==> config.mk <==
export PLATFORM = sky130hd
export DESIGN_NAME = bin_to_bcd_seq_flat
export DESIGN_NICKNAME = d
export VERILOG_FILES = /design/src/rtl/bin_to_bcd_seq_if.sv /design/src/rtl/bin_to_bcd_seq.sv /design/src/flat_wrapper.sv
export SDC_FILE = /design/constraint.sdc
export NUM_CORES = 1
export LEC_CHECK = 0
export ABC_CLOCK_PERIOD_IN_PS = 1800
export BUFFER_PORTS_ARGS = -buffer_cell sky130_fd_sc_hd__buf_2
export CAP_MARGIN = 10
export CORE_UTILIZATION = 45
export DETAILED_ROUTE_END_ITERATION = 8
export PLACE_DENSITY = 0.64
export SKIP_LAST_GASP = 1
export SYNTH_ARGS = -nofsm -noshare
export SYNTH_HDL_FRONTEND = slang
export SYNTH_SLANG_ARGS = --single-unit
==> constraint.sdc <==
create_clock -name clk -period 1.8 [get_ports clk]
set_clock_uncertainty 0.2 [all_clocks]
set_input_delay 0.09 -clock clk [delete_from_list [all_inputs] [get_ports clk]]
set_output_delay 0.09 -clock clk [all_outputs]
set_load 0.01 [all_outputs]
==> src/rtl/bin_to_bcd_seq_if.sv <==
// Request/result bundle between a binary-to-BCD client (master) and the converter (slave).
// The client drives start/bin_in; the converter returns busy/done and the registered result.
interface bin_to_bcd_seq_if #(
    parameter int N      = 7,
    parameter int DIGITS = 3
);
    logic                  start;
    logic [N-1:0]          bin_in;
    logic                  busy;
    logic                  done;
    logic [4*DIGITS-1:0]   bcd_out;
    logic                  neg;

    modport master (
        output start, bin_in,
        input  busy, done, bcd_out, neg
    );

    modport slave (
        input  start, bin_in,
        output busy, done, bcd_out, neg
    );
endinterface

==> src/rtl/bin_to_bcd_seq.sv <==
// Sequential double-dabble binary-to-BCD converter: N shift cycles plus one DONE cycle after the accepting edge.
// start is only taken in IDLE; requests arriving while busy are dropped, never queued.
module bin_to_bcd_seq #(
    parameter int N      = 7,
    parameter int DIGITS = 3,
    parameter bit SIGNED = 1'b0
) (
    input  logic            clk,
    input  logic            CPU_RESETN,
    bin_to_bcd_seq_if.slave bus
);
    localparam int            CW       = (N > 1) ? $clog2(N) : 1;
    localparam logic [CW-1:0] CNT_LAST = CW'(N - 1);
    localparam logic [N-1:0]  ONE      = N'(1);

    typedef enum logic [1:0] {
        IDLE,
        SHIFT,
        DONE
    } state_t;

    state_t                state;
    logic [N-1:0]          shreg;
    logic [4*DIGITS-1:0]   scratch;
    logic [CW-1:0]         cnt;
    logic                  sign;
    logic                  busy_r;
    logic                  done_r;
    logic [4*DIGITS-1:0]   bcd_r;
    logic                  neg_r;

    logic                  in_neg;
    logic [N-1:0]          mag;
    logic [4*DIGITS-1:0]   adj;
    logic [4*DIGITS-1:0]   scr_nxt;
    logic [N-1:0]          bin_nxt;

    // Negating the most negative value wraps to 2^(N-1), which is the correct magnitude as unsigned.
    assign in_neg = SIGNED && bus.bin_in[N-1];
    assign mag    = in_neg ? (~bus.bin_in + ONE) : bus.bin_in;

    always_comb begin
        adj = scratch;
        for (int d = 0; d < DIGITS; d++) begin
            if (scratch[4*d +: 4] >= 4'd5) begin
                adj[4*d +: 4] = scratch[4*d +: 4] + 4'd3;
            end
        end
        {scr_nxt, bin_nxt} = {adj, shreg} << 1;
    end

    always_ff @(posedge clk or negedge CPU_RESETN) begin
        if (!CPU_RESETN) begin
            state   <= IDLE;
            shreg   <= '0;
            scratch <= '0;
            cnt     <= '0;
            sign    <= 1'b0;
            busy_r  <= 1'b0;
            done_r  <= 1'b0;
            bcd_r   <= '0;
            neg_r   <= 1'b0;
        end else begin
            case (state)
                IDLE: begin
                    done_r <= 1'b0;
                    if (bus.start) begin
                        shreg   <= mag;
                        scratch <= '0;
                        cnt     <= '0;
                        sign    <= in_neg;
                        busy_r  <= 1'b1;
                        state   <= SHIFT;
                    end
                end
                SHIFT: begin
                    scratch <= scr_nxt;
                    shreg   <= bin_nxt;
                    cnt     <= cnt + CW'(1);
                    // The final step's result is published on the same edge that enters DONE.
                    if (cnt == CNT_LAST) begin
                        state  <= DONE;
                        done_r <= 1'b1;
                        bcd_r  <= scr_nxt;
                        neg_r  <= sign;
                    end
                end
                DONE: begin
                    done_r <= 1'b0;
                    busy_r <= 1'b0;
                    state  <= IDLE;
                end
                default: begin
                    state  <= IDLE;
                    busy_r <= 1'b0;
                    done_r <= 1'b0;
                end
            endcase
        end
    end

    assign bus.busy    = busy_r;
    assign bus.done    = done_r;
    assign bus.bcd_out = bcd_r;
    assign bus.neg     = neg_r;
endmodule
==> src/flat_wrapper.sv <==
// flat-port wrapper written by rule: the top's interface ports become plain ports
module bin_to_bcd_seq_flat 
#(
    parameter int N      = 7,
    parameter int DIGITS = 3,
    parameter bit SIGNED = 1'b0
)
  (clk, CPU_RESETN, bus_start, bus_bin_in, bus_busy, bus_done, bus_bcd_out, bus_neg);
  bin_to_bcd_seq_if #(.N(N), .DIGITS(DIGITS)) bus_i ();
  input  logic clk;
  input  logic CPU_RESETN;
  input wire logic [$bits(bus_i.start)-1:0] bus_start;
  input wire logic [$bits(bus_i.bin_in)-1:0] bus_bin_in;
  output wire logic [$bits(bus_i.busy)-1:0] bus_busy;
  output wire logic [$bits(bus_i.done)-1:0] bus_done;
  output wire logic [$bits(bus_i.bcd_out)-1:0] bus_bcd_out;
  output wire logic [$bits(bus_i.neg)-1:0] bus_neg;
  assign bus_i.start = bus_start;
  assign bus_i.bin_in = bus_bin_in;
  assign bus_busy = bus_i.busy;
  assign bus_done = bus_i.done;
  assign bus_bcd_out = bus_i.bcd_out;
  assign bus_neg = bus_i.neg;
  bin_to_bcd_seq #(.N(N), .DIGITS(DIGITS), .SIGNED(SIGNED)) u_core (.clk(clk), .CPU_RESETN(CPU_RESETN), .bus(bus_i));
endmodule
**Word level (Yosys, flattened, before mapping)**

Index checks and enable logic that the tools add are counted.

- Output and inout port bits: 15
- Logic and storage cells: 41
- Memory bits (read-only): 0
- Latch bits: 0
- Memory bits (writable): 0
- Register bits: 38
- Input port bits: 10
- Memories: 0

- Magnitude comparators: 3
- Div/mod/pow operators: 0
- Add/subtract/negate cells: 4
- Bitwise operators: 1
- Multiplexer cells: 16
- Multipliers: 0
- Reductions and logical operators: 6
- Equality and inequality tests: 4
- Shifts and indexed selects: 0

Operators by type and width:

| cell | number |
|---|---|
| one-hot mux 12 bit (2 select lines) | 1 |
| one-hot mux 7 bit (2 select lines) | 1 |
| greater-or-equal comparator 4 x 3 -> 1 bit (second input constant) | 3 |
| 2-to-1 mux 12 bit | 1 |
| adder 4 x 2 -> 4 bit (second input constant) | 2 |
| 2-to-1 mux 4 bit | 2 |
| AND reduction 2 bit | 4 |
| 2-to-1 mux 7 bit | 1 |
| 2-to-1 mux 3 bit | 2 |
| one-hot mux 3 bit (2 select lines) | 1 |
| 2-to-1 mux 2 bit | 2 |
| one-hot mux 2 bit (2 select lines) | 1 |
| adder 3 x 1 -> 3 bit (second input constant) | 1 |
| adder 3 x 2 -> 3 bit (second input constant) | 1 |
| == test 3 bit (second input constant) | 1 |
| 2-to-1 mux 1 bit | 3 |
| == test 2 x 1 -> 1 bit (second input constant) | 1 |
| logical NOT 2 bit | 1 |
| inequality test 2 x 1 -> 1 bit (second input constant) | 1 |
| inequality test 2 bit (second input constant) | 1 |
| one-hot mux 1 bit (2 select lines) | 1 |
| nonzero test 2 bit | 1 |
| NOT 1 bit | 1 |

**Depth between registers and ports, before layout**

- Depth in word-level cells: 3
- Mapped depth: 6
- Depth with buffers taken out: 6

**Worst setup path after synthesis**

No wires, ideal clock.

- Kind: reg2reg
- From: reg u_core.scratch[0]
- To: reg u_core.scratch[2]
- Setup slack: 0.078 ns
- Period minus slack after synthesis: 1.722 ns
- Cell stages (with the launch flop): 7
- Library setup time: 0.083 ns
- Buffers on the path: 0
- Data required time: 1.517 ns
- Arrival time: 1.439 ns
- Cells stage by stage: dfrtp_1 > inv_1 > ha_1 > nand2b_1 > a21oi_1 > mux2_2 > o21ai_0

- Longest elaborated chain between the ends: 3
- Elaborated cells between the ends (all ways): 4
- Classes of those cells: add/sub (1); order compare (1); mux (2)

RTL lines:

| item | RTL line | text |
|---|---|---|
| start: declaration | bin_to_bcd_seq.sv:24 | `logic [4*DIGITS-1:0] scratch;` |
| start signal: assignment | bin_to_bcd_seq.sv:77 | `scratch <= scr_nxt;` |
| adder 4 x 2 -> 4 bit / greater-or-equal comparator 4 x 3 -> 1 bit (equally long branches) | bin_to_bcd_seq.sv:46, bin_to_bcd_seq.sv:45 |  |
| 2-to-1 mux 4 bit * | bin_to_bcd_seq.sv:45 | `if (scratch[4*d +: 4] >= 4'd5) begin` |
| one-hot mux 12 bit (2 select lines) * | bin_to_bcd_seq.sv:64 | `case (state)` |

Every way passes the cells marked *; elsewhere a longest branch is shown, timed or not.
A chain may end at the register's enable or synchronous reset.

**Worst setup path in the final report**

- From: reg u_core.scratch[4]
- To: reg u_core.scratch[6]

Same word-level chain as after synthesis.

==> impl_metrics.csv <==
group,metric,value,unit
synth,yosys.cell_types.count,26,
synth,synth_seq_cells,38,
layout,synthToLayoutAreaGrowth,21.6,%
grt,grt_max_degree,39,
sta,min_period,1770,ps
pwr,power.total,3710,uW
grt,antenna_found_initial,0,
synth,postSynthAreaPerCell,10.1,um^2
die,fp.dieH,64.9,um
synth,yosysSeqAreaShare,53.4,%
sta,post-route-period-util,98.2,%
placement,port_buffers,23,
sta,setup_viol,0,
synth,syn_area,0.00178,mm^2
drt,detail-route-antenna-nets,0,
setup_path,rrSetupSlack,30,ps
flow_run,maxCapViolations,0,
synth,postSynthCellCount,177,
setup_path,crit_family,"flip-flops",
setup_path,worstPathCellList,"ha_1 -> nand2b_1 -> a21oi_2 -> mux2_2 -> o21ai_0",
sta,layout_setup_ws,31.7,ps
drt,wl_per_cell,12.3,um
pwr,p_leak,0.00106,uW
pwr,peakVddDrop,0.000939,V
layout,drive_gt1_share,22.9,%
die,ios,25,
die,core-area,0.00372,mm^2
sta,slew_viol_final,0,
placement,post-place-ws,-17.1,ps
clock_network,cts_htree_levels,2,
sta,max_freq,566,MHz
clock_network,clk-insertion-delay-late,290,ps
drt,drc,0,
sta,final_hold_viol_count,0,
grt,track_usage,18.7,%
placement,place.gp.congestion,0.783,
setup_path,slowest_delay,420,ps
drt,drt-initial-drc-count,46,
grt,gr-total-overflow,0,
setup_path,required,1800,ps
sta,slew_headroom,62.1,%
drt,wl,3270,um
min_path,hold_path_class,"input pin to flop",
setup_path,r2r-start,"u_core.scratch[4]",
sta,fin_hold_ws,13.0,ps
min_path,min_from,"bus_bin_in[0]",
layout,final_cell_mix,"dfrtp_1 (38), nand2_1 (31), o21ai_0 (31)",
setup_path,worstSetupStartpointType,"flop",
setup_path,r2r-end,"u_core.scratch[6]",
placement,dp_hpwl,2220,um
drt,routed-via-count,1319,
grt,grt_pass1_vias,1364,
clock_network,cts.sinks,38,
setup_path,reg2regPathDepth,5,
synth,synth_nets,195,
layout,n_antenna_cell,0,
die,rows,22,
outcome,status,"finished clean",
setup_path,cp.arrival,1770,ps
clock_network,clock-root-buffer,"clkbuf_8",
die,start_util,47.9,%
clock_network,cts_buffers,5,
setup_path,critPathKind,"flop to flop",
setup_path,cp_num_buf_inv,0,
min_path,min_path_cells,4,
die,dieArea,0.00421,mm^2
layout,layout_commonest_cell,"dfrtp_1",
clock_network,cts_tree,"built",
setup_path,cp_max_fo,4,
sta,rsz0062_at_grt,"yes",
layout,fin_nets,236,
grt,grt_pass1_wl,5870,um
die,die_x,64.9,um
setup_path,end_kind,"flop",
synth,synth_warnings,0,
setup_path,slowest_stage,"dfrtp_1",
drt,first_pass_iters,4,
clock_network,clock_path_buffers,2,
pwr,powerDensity,1720,mW/mm^2
min_path,whs_endpoint,"u_core.shreg[0]",
clock_network,path_clk_slew,80,ps
drt,viasPerCell,4.96,
sta,worstMarginPinSlew,566,ps
-- cell type report --
type	count	area (um^2)
Multi-Input combinational cell	122	766
Timing Repair Buffer	41	270
Sequential cell	38	951
Clock buffer	5	68.8
Fill cell	347	1550
Inverter	10	37.5
Clock inverter	2	10.0
Tap cell	48	60.1
-- worst register-to-register path: stages (launching register included) --
cell and delay, ps:
dfrtp_1 420, ha_1 210, nand2b_1 170, a21oi_2 180, mux2_2 360, o21ai_0 140
-- layer usage --
layer	vias to the layer above	routed length [um]	share of wire [%]	track usage, %
met5	-	0	0	0
met4	0	56	1.7	7.78
met3	6	112	3.4	5.28
li1	676	-	-	-
met2	20	1700	52	33.9
met1	617	1400	43	20.0
-- worst max path at each step --
| stage | startpoint | end | depth (start not counted) |
|---|---|---|---|
| 2_1_floorplan | u_core.scratch[0] | u_core.scratch[2] | 6 |
| 3_3_place_gp | u_core.state[0] | u_core.scratch[7] | 3 |
| 3_5_place_dp | u_core.state[0] | u_core.scratch[7] | 3 |
| 4_1_cts | u_core.scratch[1] | u_core.scratch[2] | 6 |
| 5_1_grt | u_core.scratch[5] | u_core.scratch[6] | 6 |
| 6_report | u_core.scratch[4] | u_core.scratch[6] | 5 |
-- timing repair --
item,in CTS,in global routing
hold buffers,8,0
pin swaps,0,3
hold endpoints to repair,45,0
cloned,0,0
setup endpoints to repair,8,6
gates resized for setup,3,4
setup buffers,0,2
-- synth_stat cells --
library cell  count  area, um^2
dfrtp_1          38         951
o21ai_0          34         170
nand2_1          31         116
inv_1            10        37.5
a21oi_1           9        45.0
ha_1              8         100
mux2i_1           6        60.1
nor3b_1           5        37.5
buf_2             4        20.0
mux2_2            4        45.0
nand2b_1          4        25.0
nor2_1            4        15.0
nor3_1            3        15.0
xnor2_1           3        26.3
a22o_1            2        17.5
nand3_1           2        10.0
a2bb2oi_1         1        8.76
a31oi_1           1        6.26
and2b_4           1        10.0
buf_4             1        7.51
buf_6             1        11.3
clkbuf_2          1        5.00
conb_1            1        3.75
nand3_4           1        17.5
o21bai_2          1        11.3
o22ai_1           1        6.26
-- power breakdown --
group | leakage [uW] | internal [uW] | switching, uW
clock network | 0.0000438 | 260 | 282
logic | 0.000532 | 792 | 882
registers | 0.000481 | 1220 | 279
total | 0.00106 | 2270 | 1440
-- registers in the layout (all words and copies together), names as in the netlist --
name                count
u_core.shreg            7
u_core.state            2
u_core.cnt              3
u_core.bus.busy         1
u_core.scratch         12
u_core.bus.bcd_out     12
u_core.bus.done         1
-- through the flow --
step,instances,cell area [um^2],setup TNS [ps],utilization [%]
2_1_floorplan,177,1780,0,-
3_3_place_gp,249,1970,0,53.0
3_5_place_dp,249,1970,-52.4,53.0
4_1_cts,264,2140,0,57.7
5_1_grt,266,2160,-18.3,58.2
6_report,266,2160,0,58.2
-- kinds of logic (layout without fill, tap and decap cells) --
logic type	after synthesis	count (layout)	share of synthesized area [%]
AND/OR/NAND/NOR	51	51	13.9
AO/OA/AOI/OAI	49	49	14.9
flip-flops	38	38	53.4
buffers and inverters	17	58	4.57
multiplexers	10	10	5.91
adder cells (fa/ha/maj)	8	8	5.63
XOR/XNOR	3	3	1.48
other	1	1	0.211
Note: power is estimated with default switching activity, not from simulation.
